## src/rtl/adder_seq_if.sv

```systemverilog
// adder_seq_if: board-side bundle for the adder sequencing controller.
//   SW        operand value from the switches (WIDTH bits)
//   ENTER_N   raw active-low pushbutton, asynchronous to the clock
//   SUM       accumulator value (ACC_WIDTH bits)
//   COUNT     operands accumulated in the current sequence
//   BUSY      high for the single add cycle
//   DONE      high once MAX_OPS operands have been accumulated
//   OVF       sticky carry out of the accumulator
//   HEX0/HEX1 active-low seven-segment digits, bit6=g .. bit0=a
// master drives the switches/button, slave is the controller.
interface adder_seq_if #(
  parameter int WIDTH     = 5,
  parameter int ACC_WIDTH = 8
);
  logic [WIDTH-1:0]     SW;
  logic                 ENTER_N;
  logic [ACC_WIDTH-1:0] SUM;
  logic [2:0]           COUNT;
  logic                 BUSY;
  logic                 DONE;
  logic                 OVF;
  logic [6:0]           HEX0;
  logic [6:0]           HEX1;

  modport master (output SW, ENTER_N,
                  input  SUM, COUNT, BUSY, DONE, OVF, HEX0, HEX1);
  modport slave  (input  SW, ENTER_N,
                  output SUM, COUNT, BUSY, DONE, OVF, HEX0, HEX1);
endinterface

```

## src/rtl/adder_seq_ctrl.sv

```systemverilog
// adder_seq_ctrl: accumulates MAX_OPS operands entered on SW, one per press
// of ENTER_N, and shows the running sum on two seven-segment digits.
//   CLOCK_50  system clock
//   RESET_N   asynchronous active-low reset, clears everything
//   bus       adder_seq_if.slave (SW, ENTER_N in; SUM, COUNT, BUSY, DONE,
//             OVF, HEX0, HEX1 out)
// Optional build macro ADDER_SEQ_DECIMAL_DISPLAY_EN: digits show SUM as
// decimal tens/units through one registered stage, "--" when SUM>=100 or
// OVF is set. Without it the digits show SUM in hex with no added latency.
module adder_seq_ctrl #(
  parameter int WIDTH     = 5,
  parameter int MAX_OPS   = 4,
  parameter int ACC_WIDTH = 8
) (
  input  logic        CLOCK_50,
  input  logic        RESET_N,
  adder_seq_if.slave  bus
);

  localparam logic [1:0] S_IDLE = 2'd0;
  localparam logic [1:0] S_ADD  = 2'd1;
  localparam logic [1:0] S_WAIT = 2'd2;
  localparam logic [1:0] S_DONE = 2'd3;

  // [0],[1] form the two-flop synchronizer; [2] holds the previous
  // synchronized level for the falling-edge detector.
  logic [2:0] sync_pipe;
  logic       enter_pulse;

  always_ff @(posedge CLOCK_50 or negedge RESET_N)
    if (!RESET_N) sync_pipe <= 3'b111;
    else          sync_pipe <= {sync_pipe[1:0], bus.ENTER_N};

  assign enter_pulse = sync_pipe[2] & ~sync_pipe[1];

  logic [1:0]           state;
  logic [WIDTH-1:0]     opnd;
  logic [ACC_WIDTH-1:0] sum;
  logic [2:0]           count;
  logic                 ovf;
  logic [ACC_WIDTH:0]   add_res;
  logic [2:0]           count_nx;

  assign add_res  = {1'b0, sum} + {{(ACC_WIDTH+1-WIDTH){1'b0}}, opnd};
  assign count_nx = count + 3'd1;

  always_ff @(posedge CLOCK_50 or negedge RESET_N)
    if (!RESET_N) begin
      state <= S_IDLE;
      opnd  <= '0;
      sum   <= '0;
      count <= '0;
      ovf   <= 1'b0;
    end else begin
      case (state)
        S_IDLE, S_WAIT:
          if (enter_pulse) begin
            opnd  <= bus.SW;
            state <= S_ADD;
          end
        S_ADD: begin
          // presses landing here are ignored
          sum   <= add_res[ACC_WIDTH-1:0];
          ovf   <= ovf | add_res[ACC_WIDTH];
          count <= count_nx;
          state <= (count_nx == 3'(MAX_OPS)) ? S_DONE : S_WAIT;
        end
        default:
          // leaving DONE clears the sequence; SW is not sampled here
          if (enter_pulse) begin
            sum   <= '0;
            count <= '0;
            ovf   <= 1'b0;
            state <= S_IDLE;
          end
      endcase
    end

  assign bus.SUM   = sum;
  assign bus.COUNT = count;
  assign bus.OVF   = ovf;
  assign bus.BUSY  = (state == S_ADD);
  assign bus.DONE  = (state == S_DONE);

  function automatic logic [6:0] seg7(input logic [3:0] v);
    case (v)
      4'h0: seg7 = 7'h40;  4'h1: seg7 = 7'h79;
      4'h2: seg7 = 7'h24;  4'h3: seg7 = 7'h30;
      4'h4: seg7 = 7'h19;  4'h5: seg7 = 7'h12;
      4'h6: seg7 = 7'h02;  4'h7: seg7 = 7'h78;
      4'h8: seg7 = 7'h00;  4'h9: seg7 = 7'h10;
      4'hA: seg7 = 7'h08;  4'hB: seg7 = 7'h03;
      4'hC: seg7 = 7'h46;  4'hD: seg7 = 7'h21;
      4'hE: seg7 = 7'h06;  default: seg7 = 7'h0E;
    endcase
  endfunction

`ifdef ADDER_SEQ_DECIMAL_DISPLAY_EN
  logic [7:0] tens, units;
  logic [6:0] hex0_q, hex1_q;

  // only meaningful when sum < 100; otherwise the dash glyph is shown
  always_comb begin
    tens  = sum[7:0] / 8'd10;
    units = sum[7:0] % 8'd10;
  end

  always_ff @(posedge CLOCK_50 or negedge RESET_N)
    if (!RESET_N) begin
      hex0_q <= 7'h40;
      hex1_q <= 7'h40;
    end else if (sum >= ACC_WIDTH'(100) || ovf) begin
      hex0_q <= 7'h3F;
      hex1_q <= 7'h3F;
    end else begin
      hex0_q <= seg7(units[3:0]);
      hex1_q <= seg7(tens[3:0]);
    end

  assign bus.HEX0 = hex0_q;
  assign bus.HEX1 = hex1_q;
`else
  assign bus.HEX0 = seg7(sum[3:0]);
  assign bus.HEX1 = seg7(sum[7:4]);
`endif

endmodule

```

## src/flat_wrapper.sv

```systemverilog
// flat-port wrapper written by rule: the top's interface ports become plain ports
module adder_seq_ctrl_flat 
#(
  parameter int WIDTH     = 5,
  parameter int MAX_OPS   = 4,
  parameter int ACC_WIDTH = 8
)
  (CLOCK_50, RESET_N, bus_SW, bus_ENTER_N, bus_SUM, bus_COUNT, bus_BUSY, bus_DONE, bus_OVF, bus_HEX0, bus_HEX1);
  adder_seq_if #(.WIDTH(WIDTH), .ACC_WIDTH(ACC_WIDTH)) bus_i ();
  input  logic CLOCK_50;
  input  logic RESET_N;
  input wire logic [$bits(bus_i.SW)-1:0] bus_SW;
  input wire logic [$bits(bus_i.ENTER_N)-1:0] bus_ENTER_N;
  output wire logic [$bits(bus_i.SUM)-1:0] bus_SUM;
  output wire logic [$bits(bus_i.COUNT)-1:0] bus_COUNT;
  output wire logic [$bits(bus_i.BUSY)-1:0] bus_BUSY;
  output wire logic [$bits(bus_i.DONE)-1:0] bus_DONE;
  output wire logic [$bits(bus_i.OVF)-1:0] bus_OVF;
  output wire logic [$bits(bus_i.HEX0)-1:0] bus_HEX0;
  output wire logic [$bits(bus_i.HEX1)-1:0] bus_HEX1;
  assign bus_i.SW = bus_SW;
  assign bus_i.ENTER_N = bus_ENTER_N;
  assign bus_SUM = bus_i.SUM;
  assign bus_COUNT = bus_i.COUNT;
  assign bus_BUSY = bus_i.BUSY;
  assign bus_DONE = bus_i.DONE;
  assign bus_OVF = bus_i.OVF;
  assign bus_HEX0 = bus_i.HEX0;
  assign bus_HEX1 = bus_i.HEX1;
  adder_seq_ctrl #(.WIDTH(WIDTH), .MAX_OPS(MAX_OPS), .ACC_WIDTH(ACC_WIDTH)) u_core (.CLOCK_50(CLOCK_50), .RESET_N(RESET_N), .bus(bus_i));
endmodule
```

## config.mk

```make
export PLATFORM = sky130hd
export DESIGN_NAME = adder_seq_ctrl_flat
export DESIGN_NICKNAME = d
export VERILOG_FILES = /design/src/rtl/adder_seq_if.sv /design/src/rtl/adder_seq_ctrl.sv /design/src/flat_wrapper.sv
export SDC_FILE = /design/constraint.sdc
export NUM_CORES = 1
export LEC_CHECK = 0
export CAP_MARGIN = 20
export CORE_UTILIZATION = 50
export CTS_CLUSTER_DIAMETER = 40
export DETAILED_ROUTE_END_ITERATION = 6
export PLACE_DENSITY = 0.8
export SKIP_LAST_GASP = 1
export SYNTH_ARGS = -nofsm -noshare
export SYNTH_HDL_FRONTEND = slang
export SYNTH_SLANG_ARGS = --single-unit
```

## constraint.sdc

```tcl
create_clock -name CLOCK_50 -period 2.45 [get_ports CLOCK_50]
set_clock_uncertainty 0.2 [all_clocks]
set_input_delay 0.245 -clock CLOCK_50 [delete_from_list [all_inputs] [get_ports CLOCK_50]]
set_output_delay 0.245 -clock CLOCK_50 [all_outputs]
set_load 0.02 [all_outputs]
```

==> tab_implementation.tex, run 1 <==
\begin{tabular}{lr}
\hline
Metric & Value \\
\hline
\multicolumn{2}{l}{\textbf{Worst setup path}} \\
Endpoint kind of the worst setup timing path & output port \\
Critical R2R Capture & u\_core.bus.SUM[6] \\
Register-to-Register Path Depth & 9 \\
Worst reg-to-reg setup slack & 0.15 ns \\
Worst flop-to-flop path startpoint & u\_core.bus.SUM[0] \\
Type of the setup path with the least slack & flip-flop to output port \\
Required time worst endpoint & 2.01 ns \\
Biggest fanout along the worst timing path & 5 \\
Data arrival at the endpoint of the critical path & 1.96 ns \\
Element type at the critical path start & flip-flop \\
\multicolumn{2}{l}{\textbf{Power and ir drop}} \\
Switching pwr & 1.35 mW \\
Combinational cell fraction of total power & 0.677 \\
Register share of total power & 0.227 \\
Switching portion of total power & 0.460 \\
Worst VDD drop & 0.000676 V \\
Leakage power & 1.01 nW \\
Power Density & 1420 nW/um\^{}2 \\
Clock network fraction of total power & 0.096 \\
Total power consumption of the routed design & 2.94 mW \\
Internal power of the cells & 1.58 mW \\
\multicolumn{2}{l}{\textbf{Synthesis}} \\
Number of warning messages in the yosys log & 0 \\
Share of the synthesized area in the top cell type & 0.304 \\
Number of flip-flops and latches in the synthesized netlist & 22 \\
Main area contributors after synthesis & dfrtp\_1 30\%, ha\_1 15\%, dfstp\_2 5.0\%, a22o\_1 4.5\%, mux2\_1 4.3\% \\
Net count of the mapped netlist & 190 \\
Cell count after synthesis & 162 \\
Average instance area after synthesis & 9.65 sq um \\
Cell Area, Synth & 1560 sq um \\
Synth cell count leaders & 19 x dfrtp\_1, 19 x ha\_1, 16 x nor2\_1 \\
Sequential area share after synthesis & 0.355 \\
Most frequently used flop master after synthesis & dfrtp\_1 \\
Number of distinct library cell variants in the gate-level netlist after synthesis & 37 \\
Cell type with the largest total area after synthesis & dfrtp\_1 \\
Async set-reset flop share out of synthesis & 1.00 \\
EDFF count, synth & 0 \\
\multicolumn{2}{l}{\textbf{Routing}} \\
Final wirelength & 3450 um \\
Number of nets still failing antenna checks after routing & 0 \\
Drc violations & 2 \\
Routed vias/inst & 5.64 \\
Initial drt markers & 62 \\
Average wire per cell in the routed design & 14.6 um \\
Detailed-route via count & 1337 \\
Detailed-routing iteration count for the pre-antenna-repair pass & 6 \\
\multicolumn{2}{l}{\textbf{Die}} \\
Top-Level Pins & 36 \\
FP Rows & 19 \\
Starting density of the core & 0.548 \\
Horiz. Die Dim & 57.9 um \\
Die height & 57.9 um \\
Core Area & 2850 sq um \\
Floorplan die area & 3350 sq um \\
\multicolumn{2}{l}{\textbf{GRT}} \\
All-layer global routing usage & 0.227 \\
Initial antenna violation count & 0 \\
Vias in the first global route & 1364 \\
Residual overflow from global routing & 0 \\
Wire length of the first global-routing pass & 5860 um \\
Pin count of the biggest net entering global routing & 14 \\
\multicolumn{2}{l}{\textbf{Layout}} \\
Number of fill cells in the layout & 216 \\
Fin cells & 237 \\
Layout overhead on the synthesized area & 31.9\% \\
Fraction of layout cells with a size suffix above 1 & 0.155 \\
Total Nets Final & 235 \\
Ant. Diodes & 0 \\
\multicolumn{2}{l}{\textbf{CTS}} \\
Clock-pin slew on the worst setup and hold paths & 0.13 ns \\
Root Buffer & clkbuf\_4 \\
CTS tree & built \\
TritonCTS Sinks & 22 \\
Clock latency on the worst-skew pair & 0.31 ns \\
CTS buffer count & 3 \\
Clock tree buffer depth & 2 \\
H-tree levels & 1 \\
\multicolumn{2}{l}{\textbf{Place}} \\
Minimum setup slack after placement & 0.0880 ns \\
Post-DP HPWL & 2730 um \\
\# placed instances & 229 \\
Number of buffers inserted by port buffering & 35 \\
Routability congestion estimate from global placement & 0.821 \\
\multicolumn{2}{l}{\textbf{STA}} \\
Achievable frequency & 415 MHz \\
Headroom to the max-slew limit & 0.619 \\
Tmin final & 2.41 ns \\
Count of endpoints failing setup in the final report & 0 \\
Transition at the pin with the smallest max-transition slack & 0.568 ns \\
Total count of max-transition violations in the final report & 0 \\
Final WS setup & 0.0407 ns \\
Portion of the clock cycle consumed by the worst path in the final layout & 0.983 \\
RSZ-0062 raised after global routing & true \\
Number of hold violations in the final report & 0 \\
\multicolumn{2}{l}{\textbf{Hold path}} \\
Class of the most critical hold timing path & input port to asynchronous set/reset pin \\
\multicolumn{2}{l}{\textbf{Status}} \\
Violations in the final reports & design-rule violations \\
Run status & complete, but fails checks \\
\multicolumn{2}{l}{\textbf{Run}} \\
Number of maximum-capacitance constraint violations & 0 \\
\hline
\end{tabular}
-- placed cells by master, fill, tap and decap left out, types with 3 or more instances in the layout --
master,n
a21oi_1,4
inv_1,8
ha_1,18
mux2_1,6
nor2_1,16
xnor2_1,3
dlymetal6s2s_1,4
dfrtp_1,18
clkdlybuf4s50_1,21
buf_4,13
nor2b_1,6
o21ai_1,11
mux2i_1,5
a22o_1,8
clkbuf_4,3
nand2b_1,3
inv_2,3
dfstp_2,3
dlygate4sd2_1,7
nand2_1,13
nand3_1,5
-- sequential cells by signal, summed over array words and instances (netlist names) --
signal	cells
u_core.sync_pipe	3
u_core.bus.SUM	8
u_core.bus.COUNT	3
u_core.state	2
u_core.bus.OVF	1
u_core.opnd	5
-- worst max-delay path by stage --
stage | cells past startpoint | startpoint | end | slack (ns)
finish | 6 | u_core.bus.SUM[1] | bus_HEX0[0] | 0.04
global route | 6 | u_core.bus.SUM[1] | bus_HEX0[0] | -0.06
CTS | 6 | u_core.bus.SUM[1] | bus_HEX0[0] | -0.006
detailed placement | 5 | u_core.bus.SUM[4] | bus_HEX1[3] | 0.09
global placement | 5 | u_core.bus.SUM[4] | bus_HEX1[3] | 0.18
floorplan | 5 | u_core.bus.SUM[5] | bus_HEX1[3] | 0.38
-- area by class of cell --
type                            instances  area, sq um  share of cell area
Clock buffer                            3         22.5              0.0109
Multi-Input combinational cell        121          928               0.450
Inverter                               11         41.3              0.0200
Clock inverter                          1         30.0              0.0146
Tap cell                               31         38.8              0.0188
Timing Repair Buffer                   48          445               0.216
Sequential cell                        22          556               0.269
-- power groups by stage --
stage          logic, mW  clock network, mW  registers (mW)
3_5_place_dp        2.03                  0           0.673
4_1_cts             1.98              0.287           0.666
6_report            1.99              0.281           0.668
5_1_grt             2.15              0.295           0.695
3_3_place_gp        1.93                  0           0.656
2_1_floorplan       1.20                  0           0.710
-- stage by stage --
step	util	hold WS [ns]	area (sq um)	setup TNS, ns
floorplan	-	-0.251	1560	0
global placement	0.693	0.146	1980	0
detailed placement	0.693	0.153	1980	0
CTS	0.714	0.0543	2040	-0.00572
global route	0.723	0.0810	2060	-0.0602
finish	0.723	0.0454	2060	0
-- worst max-delay path: stages (launching register included) --
cell,delay (ns)
dfrtp_1,0.41
inv_1,0.12
ha_2,0.25
nor2b_1,0.08
or3b_1,0.37
o21ai_1,0.08
dlygate4sd2_1,0.34
-- layer usage --
metal / share of wire / up-vias / track usage
met1: 0.40 / 643 / 0.254
met3: 0.036 / 6 / 0.0335
li1: - / 654 / -
met5: 0 / - / 0
met2: 0.55 / 34 / 0.437
met4: 0.012 / 0 / 0.0748
-- logic make-up after synthesis --
| group | count (synthesis) | share of synthesized area |
|---|---|---|
| fa+ha+maj | 20 | 0.165 |
| xor+xnor | 3 | 0.0168 |
| flops | 22 | 0.355 |
| simple gates | 48 | 0.143 |
| mux | 13 | 0.104 |
| compound gates | 37 | 0.164 |
| buf+inv | 19 | 0.0528 |
-- what timing repair did --
item                                    4_1_cts  5_1_grt
endpoints found under the setup margin       12        8
hold buffers                                  0        0
cloned                                        0        0
buffers inserted                              2        2
resized for setup                            13        8
hold endpoints to repair                      0        0
Note: power is estimated with default switching activity, not from simulation.
==> inputs of run 2 (changes only) <==
--- a/config.mk
+++ b/config.mk
@@ -6,10 +6,11 @@
 export NUM_CORES = 1
 export LEC_CHECK = 0
 export CAP_MARGIN = 20
-export CORE_UTILIZATION = 50
+export CORE_UTILIZATION = 43
 export CTS_CLUSTER_DIAMETER = 40
 export DETAILED_ROUTE_END_ITERATION = 6
-export PLACE_DENSITY = 0.8
+export MAX_ROUTING_LAYER = met4
+export PLACE_DENSITY = 0.7
 export SKIP_LAST_GASP = 1
 export SYNTH_ARGS = -nofsm -noshare
 export SYNTH_HDL_FRONTEND = slang
==> run 2 against run 1 <==
  * The flow now finishes without violations
  * Clock power barely moved
  * Via count fell by 2.4%
  * Sequential cell count did not move
  * Critical path depth fell by 1
  * Largest cell class unchanged
==> tab_implementation.tex, run 2 (synthesized netlist as in run 1, its figures left out) <==
\begin{tabular}{lr}
\hline
Metric & Value \\
\hline
\multicolumn{2}{l}{\textbf{Layout}} \\
Total Nets Final & 236 \\
Final Instance Area & 2090 sq um \\
Ant. Diodes & 0 \\
Number of flip-flops in the largest register & 8 \\
Most frequent standard cell in the layout excluding fill and tap cells & clkdlybuf4s50\_1 \\
Fraction of layout cells with a size suffix above 1 & 0.164 \\
Layout overhead on the synthesized area & 33.5\% \\
Commonest cells after routing, fill and taps aside & 21 x clkdlybuf4s50\_1, 18 x ha\_1, 16 x nor2\_1, 16 x dfrtp\_1, 14 x buf\_4 \\
\multicolumn{2}{l}{\textbf{Power and ir drop}} \\
Clock network fraction of total power & 0.097 \\
Internal power of the cells & 1.58 mW \\
Register share of total power & 0.230 \\
Leakage power & 1.00 nW \\
Switching pwr & 1.30 mW \\
Power Density & 1380 nW/um\^{}2 \\
Combinational cell fraction of total power & 0.673 \\
Worst VDD drop & 0.000674 V \\
Switching portion of total power & 0.452 \\
\multicolumn{2}{l}{\textbf{Run}} \\
Number of maximum-capacitance constraint violations & 0 \\
\multicolumn{2}{l}{\textbf{Routing}} \\
Drc violations & 0 \\
Number of nets still failing antenna checks after routing & 0 \\
Detailed-route via count & 1305 \\
Routed vias/inst & 5.16 \\
Final wirelength & 3130 um \\
Average wire per cell in the routed design & 12.4 um \\
Detailed-routing iteration count for the pre-antenna-repair pass & 4 \\
Initial drt markers & 32 \\
\multicolumn{2}{l}{\textbf{CTS}} \\
Clock latency on the worst-skew pair & 0.32 ns \\
Number of buffers added to fix hold violations after cts & 0 \\
Root Buffer & clkbuf\_4 \\
CTS tree & built \\
H-tree levels & 1 \\
CTS buffer count & 3 \\
Clock-pin slew on the worst setup and hold paths & 0.12 ns \\
TritonCTS Sinks & 22 \\
Clock tree buffer depth & 2 \\
\multicolumn{2}{l}{\textbf{Die}} \\
Starting density of the core & 0.458 \\
Top-Level Pins & 36 \\
Die height & 62.3 um \\
FP Rows & 21 \\
Horiz. Die Dim & 62.3 um \\
Floorplan die area & 3880 sq um \\
Core Area & 3420 sq um \\
\multicolumn{2}{l}{\textbf{STA}} \\
Number of hold violations in the final report & 0 \\
RSZ-0062 raised after global routing & true \\
Sum Neg Setup Slack & 0 ns \\
Headroom to the max-slew limit & 0.679 \\
Count of endpoints failing setup in the final report & 0 \\
Transition at the pin with the smallest max-transition slack & 0.480 ns \\
Total count of max-transition violations in the final report & 0 \\
Tmin final & 2.45 ns \\
Achievable frequency & 409 MHz \\
Portion of the clock cycle consumed by the worst path in the final layout & 0.999 \\
\multicolumn{2}{l}{\textbf{Worst setup path}} \\
Element type at the critical path start & flip-flop \\
Data arrival at the endpoint of the critical path & 2.00 ns \\
Endpoint kind of the worst setup timing path & output port \\
Required time worst endpoint & 2.01 ns \\
Type of the setup path with the least slack & flip-flop to output port \\
Biggest fanout along the worst timing path & 5 \\
\multicolumn{2}{l}{\textbf{GRT}} \\
All-layer global routing usage & 0.181 \\
Vias in the first global route & 1268 \\
Pin count of the biggest net entering global routing & 14 \\
Residual overflow from global routing & 0 \\
Initial antenna violation count & 0 \\
Wire length of the first global-routing pass & 5530 um \\
\multicolumn{2}{l}{\textbf{Place}} \\
Routability congestion estimate from global placement & 0.851 \\
Post-DP HPWL & 2460 um \\
Number of buffers inserted by port buffering & 35 \\
Cell area reported after detailed placement & 2000 sq um \\
\multicolumn{2}{l}{\textbf{Hold path}} \\
Class of the most critical hold timing path & input port to asynchronous set/reset pin \\
\multicolumn{2}{l}{\textbf{Status}} \\
Run status & complete, no violations \\
\hline
\end{tabular}
==> run 2: cell count changes in the layout (fill, tap and decap cells not counted) <==
cell             before  now
buf_4                13   14
dfrtp_1              18   16
clkdlybuf4s15_1       1    2
dlygate4sd2_1         7    8
clkdlybuf4s15_2       1    0
dlymetal6s2s_1        4    3
dfrtp_2               1    3
==> run 2: cell type report <==
| cell class | instances | area [sq um] |
|---|---|---|
| fillers | 314 | 1330 |
| flip-flops and latches | 22 | 558 |
| inverters | 11 | 41.3 |
| repair buffers | 49 | 448 |
| well taps | 46 | 57.6 |
| clock buffers | 3 | 22.5 |
| multi-input cells | 121 | 928 |
| clock inverters | 1 | 30.0 |
==> run 2: routing by layer <==
metal	wire [um]	GRT usage	vias up
met4	69	0.0727	0
met3	104	0.0202	7
met5	0	-	-
met1	1350	0.213	616
li1	-	-	654
met2	1610	0.316	28
==> run 2: what timing repair did <==
item / in CTS / in global routing
setup buffers: 0 / 5
endpoints found under the setup margin: 12 / 7
resized for setup: 14 / 8
==> run 2: power groups by stage <==
| stage | combinational, mW | clock, mW | sequential (mW) |
|---|---|---|---|
| floorplan | 1.20 | 0 | 0.710 |
| global placement | 1.94 | 0 | 0.660 |
| detailed placement | 1.99 | 0 | 0.674 |
| CTS | 1.90 | 0.286 | 0.669 |
| global route | 2.15 | 0.296 | 0.695 |
| finish | 1.94 | 0.279 | 0.664 |
==> run 2: path summary, 6_finish.rpt <==
| check | start | endpoint | slack [ns] | cells past startpoint |
|---|---|---|---|---|
| worst max-delay path | u_core.bus.SUM[4] | bus_HEX1[3] | 0.004 | 5 |
| worst min-delay path | RESET_N | u_core.state[0] | 0.03 | 1 |
| worst max register to register | u_core.bus.SUM[0] | u_core.bus.SUM[6] | 0.30 | 8 |
| worst min register to register | u_core.sync_pipe[0] | u_core.sync_pipe[1] | 0.17 | 0 |
| max in group asynchronous | RESET_N | u_core.bus.SUM[3] | 1.46 | 2 |
| min in group CLOCK_50 | bus_ENTER_N | u_core.sync_pipe[0] | 0.12 | 1 |
==> run 2: worst max-delay path: stages (launching register included) <==
cell	delay, ns
dfrtp_1	0.42
inv_1	0.12
ha_1	0.32
inv_1	0.05
mux4_2	0.44
dlygate4sd2_1	0.33
==> run 2: metrics by stage <==
stage	util	hold WS [ns]	total power [mW]	setup WS [ns]	cells
final	0.611	0.0348	2.88	0.00352	253
after global routing	0.611	0.0805	3.14	-0.0893	253
after CTS	0.597	0.0437	2.86	-0.0539	248
after detailed placement	0.585	0.147	2.66	0.0669	244
after global placement	0.585	0.151	2.60	0.145	244
after floorplan	-	-0.251	1.91	0.380	162
